[config.mk]
export PLATFORM = sky130hd
export DESIGN_NAME = capture_engine
export DESIGN_NICKNAME = d
export VERILOG_FILES = /design/src/rtl/capture_pkg.sv /design/src/rtl/capture_ram.sv /design/src/rtl/capture_engine.sv
export SDC_FILE = /design/constraint.sdc
export NUM_CORES = 1
export LEC_CHECK = 0
export ABC_CLOCK_PERIOD_IN_PS = 4000
export CAP_MARGIN = 20
export CORE_MARGIN = 1.5
export CORE_UTILIZATION = 35
export DETAILED_ROUTE_END_ITERATION = 12
export GPL_TIMING_DRIVEN = 0
export SYNTH_ARGS = -nofsm -noshare
export SYNTH_HDL_FRONTEND = slang
export SYNTH_SLANG_ARGS = --single-unit
[constraint.sdc]
create_clock -name clk -period 4 [get_ports clk]
set_input_delay 1 -clock clk [delete_from_list [all_inputs] [get_ports clk]]
set_output_delay 1 -clock clk [all_outputs]
set_load 0.02 [all_outputs]
[src/rtl/capture_pkg.sv]
`default_nettype none
// ============================================================================
// Module      : capture_pkg
// Description : Shared types and constants for the capture engine: FSM state
//               encoding, trigger-mode encodings, timeout terminal count and
//               the trigger-edge helper.
// Revision    : 1.0 - initial release
// ============================================================================
package capture_pkg;

    typedef enum logic [2:0] {
        ST_IDLE  = 3'd0,
        ST_PRE   = 3'd1,
        ST_ARMED = 3'd2,
        ST_POST  = 3'd3,
        ST_DONE  = 3'd4
    } state_t;

    localparam logic [1:0]  c_TRIG_ANY  = 2'b00;
    localparam logic [1:0]  c_TRIG_RISE = 2'b01;
    localparam logic [1:0]  c_TRIG_FALL = 2'b10;
    localparam logic [1:0]  c_TRIG_IMM  = 2'b11;

    localparam logic [15:0] c_TIMEOUT   = 16'hFFFF;

    // Edge test between the previous and current sample of the trigger channel
    function automatic logic trig_hit(input logic [1:0] mode,
                                      input logic       prev,
                                      input logic       cur);
        logic hit;
        case (mode)
            c_TRIG_ANY:  hit = (cur != prev);
            c_TRIG_RISE: hit = cur & ~prev;
            c_TRIG_FALL: hit = ~cur & prev;
            default:     hit = 1'b1;
        endcase
        return hit;
    endfunction

endpackage
`default_nettype wire

[src/rtl/capture_ram.sv]
`default_nettype none
// ============================================================================
// Module      : capture_ram
// Description : DEPTH x WIDTH sample memory, one write port and one registered
//               read port. Out-of-range or suppressed reads return zero.
// Revision    : 1.0 - initial release
// ============================================================================
module capture_ram #(
    parameter int DEPTH = 60,
    parameter int WIDTH = 5
) (
    input  logic             clk,
    input  logic             arstn,
    input  logic             i_we,
    input  logic [5:0]       i_waddr,
    input  logic [WIDTH-1:0] i_wdata,
    input  logic [5:0]       i_raddr,
    input  logic             i_rzero,
    output logic [WIDTH-1:0] o_rdata
);

    logic [WIDTH-1:0] r_mem [DEPTH];
    logic [WIDTH-1:0] r_rdata;

    // Sample storage; contents are not reset
    always_ff @(posedge clk) begin
        if (i_we) begin
            r_mem[i_waddr] <= i_wdata;
        end
    end

    // Registered read, forced to zero when suppressed or out of range
    always_ff @(posedge clk or negedge arstn) begin
        if (!arstn) begin
            r_rdata <= '0;
        end else if (i_rzero || (int'(i_raddr) >= DEPTH)) begin
            r_rdata <= '0;
        end else begin
            r_rdata <= r_mem[i_raddr];
        end
    end

    assign o_rdata = r_rdata;

endmodule
`default_nettype wire

[src/rtl/capture_engine.sv]
`default_nettype none
// ============================================================================
// Module      : capture_engine
// Description : Logic-analyser style capture. Probes are synchronised to clk,
//               logic_in[0] rising edges mark sample events, samples are held
//               in a circular buffer around a trigger and read back oldest
//               first once the capture is done.
//               Optional: CAPTURE_TIMEOUT_EN forces a trigger after 0xFFFF
//               clk cycles in ARMED and flags it on timed_out.
// Revision    : 1.0 - initial release
// ============================================================================
module capture_engine
    import capture_pkg::*;
#(
    parameter int CHANNELS = 5,
    parameter int DEPTH    = 60,
    parameter int PRETRIG  = 3
) (
    input  logic                clk,
    input  logic                arstn,
    input  logic [CHANNELS:0]   logic_in,
    input  logic                start,
    input  logic                abort,
    input  logic [2:0]          trig_chan,
    input  logic [1:0]          trig_mode,
    input  logic [5:0]          rd_addr,
    output logic [CHANNELS-1:0] rd_data,
    output logic                busy,
    output logic                done,
    output logic                timed_out
);

    localparam logic [5:0] c_LAST    = 6'(DEPTH - 1);
    localparam logic [5:0] c_PRE     = 6'(PRETRIG);
    localparam logic [5:0] c_POSTLEN = 6'(DEPTH - PRETRIG - 1);
    localparam logic [5:0] c_WRAP    = 6'(DEPTH - PRETRIG);
    localparam logic [6:0] c_DEPTH7  = 7'(DEPTH);

    state_t              r_state;
    logic [CHANNELS:0]   r_sync1;
    logic [CHANNELS:0]   r_sync2;
    logic                r_sclk_q;
    logic [5:0]          r_wr_ptr;
    logic [5:0]          r_trig_ptr;
    logic [5:0]          r_count;
    logic                r_last;
    logic                r_busy;
    logic                r_done;

    logic                w_ev;
    logic [CHANNELS-1:0] w_sdata;
    logic                w_cur;
    logic                w_we;
    logic                w_natural;
    logic                w_force;
    logic                w_fire;
    logic                w_start_ok;
    logic [5:0]          w_next_ptr;
    logic [5:0]          w_oldest;
    logic [6:0]          w_sum;
    logic [5:0]          w_raddr;
    logic                w_rzero;

    // Two-flop synchroniser on every probe plus a delayed copy of the sample clock
    always_ff @(posedge clk or negedge arstn) begin
        if (!arstn) begin
            r_sync1  <= '0;
            r_sync2  <= '0;
            r_sclk_q <= 1'b0;
        end else begin
            r_sync1  <= logic_in;
            r_sync2  <= r_sync1;
            r_sclk_q <= r_sync2[0];
        end
    end

    // A rise that appears after reset release lands in IDLE and writes nothing
    assign w_ev    = r_sync2[0] & ~r_sclk_q;
    assign w_sdata = r_sync2[CHANNELS:1];

    // Trigger channel select; indices beyond the last channel fall back to 0
    always_comb begin
        w_cur = w_sdata[0];
        for (int i = 1; i < CHANNELS; i++) begin
            if (int'(trig_chan) == i) begin
                w_cur = w_sdata[i];
            end
        end
    end

    assign w_we       = w_ev && ((r_state == ST_PRE) || (r_state == ST_ARMED) ||
                                 (r_state == ST_POST));
    assign w_natural  = trig_hit(trig_mode, r_last, w_cur);
    assign w_fire     = (r_state == ST_ARMED) && w_ev && (w_natural || w_force);
    assign w_start_ok = start && !abort && ((r_state == ST_IDLE) || (r_state == ST_DONE));
    assign w_next_ptr = (r_wr_ptr == c_LAST) ? 6'd0 : r_wr_ptr + 6'd1;

    // Capture sequencing: pointers, counters, trigger position and status flags
    always_ff @(posedge clk or negedge arstn) begin
        if (!arstn) begin
            r_state    <= ST_IDLE;
            r_wr_ptr   <= '0;
            r_trig_ptr <= '0;
            r_count    <= '0;
            r_last     <= 1'b0;
            r_busy     <= 1'b0;
            r_done     <= 1'b0;
        end else if (abort) begin
            r_state <= ST_IDLE;
            r_busy  <= 1'b0;
            r_done  <= 1'b0;
        end else begin
            if (w_we) begin
                r_wr_ptr <= w_next_ptr;
                r_last   <= w_cur;
            end
            case (r_state)
                ST_IDLE, ST_DONE: begin
                    if (start) begin
                        r_state  <= (PRETRIG == 0) ? ST_ARMED : ST_PRE;
                        r_wr_ptr <= '0;
                        r_count  <= '0;
                        r_last   <= 1'b0;
                        r_busy   <= 1'b1;
                        r_done   <= 1'b0;
                    end
                end
                ST_PRE: begin
                    if (w_ev) begin
                        r_count <= r_count + 6'd1;
                        if (r_count + 6'd1 == c_PRE) begin
                            r_state <= ST_ARMED;
                        end
                    end
                end
                ST_ARMED: begin
                    if (w_fire) begin
                        r_trig_ptr <= r_wr_ptr;
                        r_count    <= '0;
                        if (c_POSTLEN == 6'd0) begin
                            r_state <= ST_DONE;
                            r_busy  <= 1'b0;
                            r_done  <= 1'b1;
                        end else begin
                            r_state <= ST_POST;
                        end
                    end
                end
                ST_POST: begin
                    if (w_ev) begin
                        r_count <= r_count + 6'd1;
                        if (r_count + 6'd1 == c_POSTLEN) begin
                            r_state <= ST_DONE;
                            r_busy  <= 1'b0;
                            r_done  <= 1'b1;
                        end
                    end
                end
                default: begin
                    r_state <= ST_IDLE;
                    r_busy  <= 1'b0;
                    r_done  <= 1'b0;
                end
            endcase
        end
    end

`ifdef CAPTURE_TIMEOUT_EN
    logic [15:0] r_tmo_cnt;
    logic        r_timed_out;

    // ARMED dwell counter (saturating) and forced-trigger flag
    always_ff @(posedge clk or negedge arstn) begin
        if (!arstn) begin
            r_tmo_cnt   <= '0;
            r_timed_out <= 1'b0;
        end else begin
            if (abort || (r_state != ST_ARMED)) begin
                r_tmo_cnt <= '0;
            end else if (r_tmo_cnt != c_TIMEOUT) begin
                r_tmo_cnt <= r_tmo_cnt + 16'd1;
            end
            if (w_start_ok) begin
                r_timed_out <= 1'b0;
            end else if (!abort && w_fire && !w_natural) begin
                r_timed_out <= 1'b1;
            end
        end
    end

    assign w_force   = (r_tmo_cnt == c_TIMEOUT);
    assign timed_out = r_timed_out;
`else
    assign w_force   = 1'b0;
    assign timed_out = 1'b0;
`endif

    // Map the logical read index (0 = oldest) onto the circular buffer
    assign w_oldest = (r_trig_ptr >= c_PRE) ? (r_trig_ptr - c_PRE) : (r_trig_ptr + c_WRAP);
    assign w_sum    = {1'b0, w_oldest} + {1'b0, rd_addr};
    assign w_raddr  = (w_sum >= c_DEPTH7) ? 6'(w_sum - c_DEPTH7) : 6'(w_sum);
    assign w_rzero  = (r_state != ST_DONE) || ({1'b0, rd_addr} >= c_DEPTH7);

    capture_ram #(
        .DEPTH (DEPTH),
        .WIDTH (CHANNELS)
    ) u_ram (
        .clk     (clk),
        .arstn   (arstn),
        .i_we    (w_we),
        .i_waddr (r_wr_ptr),
        .i_wdata (w_sdata),
        .i_raddr (w_raddr),
        .i_rzero (w_rzero),
        .o_rdata (rd_data)
    );

    assign busy = r_busy;
    assign done = r_done;

endmodule
`default_nettype wire

==> impl_metrics.json, run 1 <==
{
  "slew_viol_final": 0,
  "synthCells": 954,
  "outcome": "complete, no violations",
  "cellPowerDensity_nw_per_um2": 713.2,
  "die_h_um": 210.0,
  "crit_family": "buffers and inverters",
  "syn_nets": 990,
  "drc": 0,
  "finalCriticalPeriod_ps": 3983,
  "path_cells": "clkdlybuf4s50_1 > ha_1 > inv_1 > fa_2 > xor2_4 > buf_4 > o32a_4 > o31ai_4 > buf_6 > xnor2_4 > buf_6 > mux4_2 > nor2_4 > nor2_2",
  "ys_warn_count": 0,
  "finalSetupViolations": 0,
  "start_util": 0.3560,
  "crit_fanout": 6,
  "num_vias": 8961,
  "wl_per_cell_um": 22.04,
  "max_stage_delay_ps": 540,
  "grt_util_all_layers": 0.1647,
  "dp_slack_ps": -2300,
  "hold_violations": 0,
  "synth-seq-cells": 342,
  "clock_sinks": 342,
  "hpwlAfterDp_um": 24360,
  "drive_gt1_frac": 0.2507,
  "vias_per_cell": 5.531,
  "nNetsFinal": 1092,
  "worst_pin_slew_ps": 811.4,
  "rsz0062_at_grt": "true",
  "synth.top_cell.area_share": 0.6007,
  "fin_worst_skew_ps": 20.02,
  "max_freq_ghz": 0.2511,
  "cts_buffer_depth": 3,
  "gp_congestion": 0.9022,
  "yosysTopAreaCell": "edfxtp_1",
  "n_antenna_cell": 0,
  "post-route-period-util": 0.9958,
  "grt_antenna_before_repair": 0,
  "die-width_um": 210.0,
  "critical_path_class": "in2reg",
  "synth_edf_count": 300,
  "whs_ps": 343.9,
  "vdd_drop_max_uv": 435.6,
  "cts_tree": "yes",
  "slew_headroom": 0.4575,
  "wirelength_um": 35700,
  "max_cap_viol_count": 0,
  "h-tree-depth": 2,
  "hp-class": "reg2reg",
  "insertion_delay_ps": 520,
  "critPathBufInv": 5,
  "layout_setup_ws_ps": 16.99,
  "postCtsHoldBufs": 0,
  "design.die.area_sq_um": 44100,
  "p_leak_nw": 5.932,
  "drtIter0Drc": 934,
  "nFillCells": 3677,
  "critPathMostFrequentCell": "buf_6",
  "grt_pass1_wl_um": 54900,
  "crit_slowest_cell": "mux4_2",
  "endpoint_kind": "flip-flop",
  "ant_nets": 0,
  "drtPass1Iterations": 5,
  "netlist_area_sq_um": 15000,
  "area_growth_pct": 19.25,
  "critical_path_arrival_ps": 4370,
  "clk_pin_slew_ps": 60,
  "ios": 29,
  "startpoint_type": "input port",
  "ys_async_sr_fraction": 0.1228,
  "grt_pass1_vias": 9023,
  "ys_types": 68,
  "synth_flop_cell": "edfxtp_1",
  "grt_max_degree": 61,
  "synthTopCellsByArea": "edfxtp_1, mux4_2, dfrtp_1, nor2_1, nand2_1",
  "rows": 75,
  "grt_overflow": 0,
  "numPortBuffers": 27,
  "cts_root_buf": "clkbuf_16",
  "core_area_sq_um": 42130,
  "synth.avg_cell_area_sq_um": 15.72,
  "cts_made_buffers": 37,
  "yosysSeqAreaShare": 0.6707,
  "required_ps": 4390
}
where the power goes:
part           internal [mW]  leakage [nW]  switching [mW]
clock                   1.78         0.539            1.32
sequential              3.95          3.24          0.0767
combinational           2.56          2.16            3.06
kinds of logic (layout without fill, tap and decap cells):
group,after synthesis,count (layout),synth area share
flip-flops,342,342,0.6707
adder cells (fa/ha/maj),15,15,0.01301
XOR/XNOR,9,9,0.006507
AND/OR/NAND/NOR,265,265,0.07934
buffers and inverters,65,192,0.01802
AO/OA/AOI/OAI,139,139,0.06557
multiplexers,118,118,0.1466
other,1,1,0.0002500
layout make-up:
class	count	area (sq um)	share of cell area
inverters	15	72.57	0.004058
well taps	539	674.4	0.03771
plain buffers	48	315.3	0.01763
clock inverters	18	117.6	0.006576
clock buffers	46	969.7	0.05422
flip-flops and latches	342	10070	0.5630
multi-input cells	547	4999	0.2795
repair buffers	65	668.1	0.03736
metal layers:
metal / share of wire / track usage / up-vias / routed length (um)
met5: 0 / 0 / - / 0
met2: 0.49 / 0.2747 / 300 / 17480
met1: 0.43 / 0.2240 / 4608 / 15420
met4: 0.022 / 0.04838 / 0 / 802
li1: - / - / 3998 / -
met3: 0.056 / 0.02548 / 55 / 2002
synth_stat cells, types with 3 or more instances:
library cell  count
nand4_1           5
inv_1            13
buf_1             6
or2_2             4
nand2b_1          6
a21oi_1          16
a21o_1            5
nor3_1            8
nor4_1            8
edfxtp_1        300
a32o_1           14
mux2i_1          27
a31o_2            3
o22ai_1          11
o21ai_0          40
nand2_1          87
a31oi_1           6
o31ai_1           4
dfrtp_1          42
a211oi_1          3
a32oi_1          13
and3_1           10
ha_1             14
nor2b_1           5
xor2_1            4
nand3_1          14
clkbuf_1         32
buf_2             9
mux2_2            9
nand3b_1          4
xnor2_1           4
nor2_1          101
nor3b_1           3
mux4_2           80
final timing paths:
kind / from / endpoint / slack (ps) / depth (start not counted)
hold / removal: r_sync1[0] / r_sync2[0] / 340 / 0
max in group asynchronous: arstn / u_ram.o_rdata[1] / 3000 / 2
setup / recovery: rd_addr[0] / u_ram.o_rdata[4] / 20 / 14
hold reg to reg: r_sync1[0] / r_sync2[0] / 340 / 0
setup reg to reg: r_trig_ptr[4] / u_ram.o_rdata[4] / 30 / 18
min in group asynchronous: arstn / r_count[5] / 440 / 1
layout by cell type, fill, tap and decap left out, types with 6 or more instances in the layout:
| cell type | synthesis | final |
|---|---|---|
| nor4_1 | 8 | 7 |
| clkbuf_1 | 32 | 20 |
| clkinv_1 | 2 | 7 |
| and3_1 | 10 | 9 |
| clkdlybuf4s50_1 | 0 | 25 |
| dfrtp_1 | 42 | 35 |
| mux2i_1 | 27 | 20 |
| clkinv_2 | 0 | 7 |
| a21oi_1 | 16 | 16 |
| nor2_1 | 101 | 97 |
| mux2i_4 | 0 | 7 |
| clkbuf_16 | 0 | 38 |
| a32o_1 | 14 | 14 |
| edfxtp_1 | 300 | 300 |
| nand2_1 | 87 | 85 |
| nand2b_1 | 6 | 6 |
| o21ai_1 | 0 | 8 |
| o22ai_1 | 11 | 11 |
| buf_12 | 0 | 6 |
| nand3_1 | 14 | 13 |
| clkbuf_2 | 0 | 11 |
| o21ai_0 | 40 | 31 |
| buf_4 | 2 | 34 |
| dfrtp_2 | 0 | 7 |
| mux2_2 | 9 | 10 |
| ha_1 | 14 | 9 |
| inv_1 | 13 | 12 |
| buf_6 | 1 | 8 |
| mux4_2 | 80 | 80 |
| a32oi_1 | 13 | 13 |
timing repair:
item,4_1_cts,5_1_grt
gates resized for setup,66,52
gates cloned,0,1
setup buffers,22,9
pin swaps,15,27
setup endpoints to repair,5,5
worst reg2reg max path, cell delays in order, from the launching register on:
cell	delay, ps
dfrtp_2	420
nor3_2	210
nor3_2	70
a21o_1	230
ha_4	260
a21o_1	200
o21a_1	210
or2_4	270
inv_8	60
ha_4	140
nand2_2	60
o32a_4	230
o31ai_4	300
buf_6	150
xnor2_4	160
buf_6	180
mux4_2	550
nor2_4	100
nor2_2	50
sequential cells by signal, summed over array words and instances (netlist names):
signal,cells
u_ram.r_mem,300
r_count,6
r_sync1,6
r_sync2,6
r_trig_ptr,6
r_wr_ptr,6
u_ram.o_rdata,5
r_state,3
busy,1
done,1
r_last,1
r_sclk_q,1
per-stage QoR:
| stage | setup TNS, ps | total power [mW] | std cells | area [sq um] | util |
|---|---|---|---|---|---|
| finish | 0 | 12.75 | 1620 | 17880 | 0.4245 |
| global route | -299.5 | 13.33 | 1620 | 17880 | 0.4245 |
| CTS | 0 | 12.40 | 1611 | 17640 | 0.4187 |
| detailed placement | -11470 | 8.849 | 1526 | 16190 | 0.3842 |
| global placement | -12540 | 8.796 | 1520 | 16060 | 0.3811 |
| floorplan | -218.0 | 7.465 | 954 | 15110 | - |
Power figures use the tool's default switching activity.
==> inputs of run 2 (changes only) <==
--- a/config.mk
+++ b/config.mk
@@ -7,10 +7,12 @@
 export LEC_CHECK = 0
 export ABC_CLOCK_PERIOD_IN_PS = 4000
 export CAP_MARGIN = 20
-export CORE_MARGIN = 1.5
+export CORE_MARGIN = 2
 export CORE_UTILIZATION = 35
+export CTS_BUF_LIST = sky130_fd_sc_hd__clkbuf_8
 export DETAILED_ROUTE_END_ITERATION = 12
 export GPL_TIMING_DRIVEN = 0
+export SETUP_SLACK_MARGIN = 0.3
 export SYNTH_ARGS = -nofsm -noshare
 export SYNTH_HDL_FRONTEND = slang
 export SYNTH_SLANG_ARGS = --single-unit
==> impl_metrics.json, run 2 (synthesis results as in run 1) <==
{
  "num_vias": 9102,
  "rows": 75,
  "layoutNonFillerInstCount": 1663,
  "grt_overflow": 0,
  "critical_path_class": "in2reg",
  "drtIter0Drc": 927,
  "required_ps": 4450,
  "drtPass1Iterations": 5,
  "p_leak_nw": 6.059,
  "whs_ps": 276.9,
  "wl_per_cell_um": 21.87,
  "dp_slack_ps": -2331,
  "layout_setup_ws_ps": -9.369,
  "crit_fanout": 10,
  "clk_pin_slew_ps": 60,
  "setup_tns_ps": -9.369,
  "final_common_cell": "edfxtp_1",
  "hp-class": "in2async",
  "cts_root_buf": "clkbuf_8",
  "hpwlAfterDp_um": 24500,
  "cellPowerDensity_nw_per_um2": 699.9,
  "postCtsHoldBufs": 0,
  "fin_worst_skew_ps": 31.89,
  "max_cap_viol_count": 0,
  "h-tree-depth": 2,
  "grt_util_all_layers": 0.1666,
  "vdd_drop_max_uv": 339.2,
  "ios": 29,
  "drive_gt1_frac": 0.2794,
  "grt_max_degree": 57,
  "worst_pin_slew_ps": 813.2,
  "design_area_sq_um": 18010,
  "area_growth_pct": 20.05,
  "n_antenna_cell": 0,
  "clock_sinks": 342,
  "cts_made_buffers": 55,
  "finalCriticalPeriod_ps": 4009,
  "drc": 0,
  "critical_path_arrival_ps": 4460,
  "placed_cell_area_sq_um": 16200,
  "layout_common_cells": "edfxtp_1, nor2_1, nand2_1",
  "ant_nets": 0,
  "largest_reg_flops": 300,
  "cts_buffer_depth": 3,
  "nNetsFinal": 1115,
  "insertion_delay_ps": 600,
  "design.die.area_sq_um": 44520,
  "finalSetupViolations": 1,
  "vias_per_cell": 5.473,
  "violations": "negative setup slack",
  "grt_pass1_vias": 9292,
  "die-width_um": 211.0,
  "slew_viol_final": 0,
  "rsz0062_at_grt": "true",
  "die_h_um": 211.0,
  "outcome": "finished, violations left",
  "gp_congestion": 0.8489,
  "startpoint_type": "input port",
  "max_freq_ghz": 0.2494,
  "dp.cells": 1526,
  "grt_pass1_wl_um": 55450,
  "grt_antenna_before_repair": 0,
  "endpoint_kind": "flip-flop",
  "numPortBuffers": 27,
  "total_power_mw": 12.60,
  "regMostFlops": "u_ram.r_mem",
  "core_area_sq_um": 42130,
  "cts_tree": "yes",
  "hold_violations": 0,
  "post-route-util": 0.4274,
  "slew_headroom": 0.4563,
  "post-route-period-util": 1.002,
  "wirelength_um": 36370,
  "start_util": 0.3560
}
## run 2: timing repair
action | 4_1_cts | 5_1_grt
pin swaps | 30 | 13
buffers inserted | 28 | 6
hold endpoints to repair | 0 | 0
resized for setup | 116 | 26
endpoints found under the setup margin | 6 | 8
gates cloned | 1 | 0
## run 2: path summary, 6_finish.rpt
| kind | start | to | slack [ps] | cells past startpoint |
|---|---|---|---|---|
| worst max-delay path | rd_addr[0] | u_ram.o_rdata[2] | -9 | 14 |
| worst min-delay path | arstn | busy | 280 | 1 |
| worst max register to register | r_trig_ptr[5] | u_ram.o_rdata[2] | 0 | 22 |
| worst min register to register | r_sync1[2] | r_sync2[2] | 350 | 0 |
| max in group asynchronous | arstn | u_ram.o_rdata[4] | 3220 | 2 |
| min in group clk | r_sync1[2] | r_sync2[2] | 350 | 0 |
## run 2: area by class of cell
class / count / area [sq um]
Fill cell: 3717 / 24130
Sequential cell: 342 / 10070
Multi-Input combinational cell: 547 / 5107
Clock buffer: 59 / 812.0
Timing Repair Buffer: 68 / 723.2
Tap cell: 539 / 674.4
Buffer: 50 / 336.6
Clock inverter: 43 / 206.4
Inverter: 15 / 75.07
## run 2: report_power, final
| group | internal, mW | switching [mW] | total, mW |
|---|---|---|---|
| logic | 2.66 | 3.16 | 5.82 |
| registers | 3.95 | 0.0841 | 4.04 |
| clock network | 1.42 | 1.32 | 2.74 |
## run 2: worst max-delay path, stage by stage
cell and delay [ps]:
clkdlybuf4s50_1 460, ha_1 170, inv_1 70, fa_2 600
buf_4 250, buf_4 300, clkbuf_4 320, mux4_2 370
o22ai_1 210, mux2i_2 120, o21ai_1 150, o22ai_2 110
o21ai_2 220, nor2_2 80
## run 2: metal layers
layer,track usage,wire [um],part of all wire,up-vias
met5,0,0,0,-
met4,0.06629,1239,0.034,0
met3,0.03420,2503,0.069,78
met2,0.2702,17440,0.48,340
met1,0.2206,15180,0.42,4629
li1,-,-,-,4055
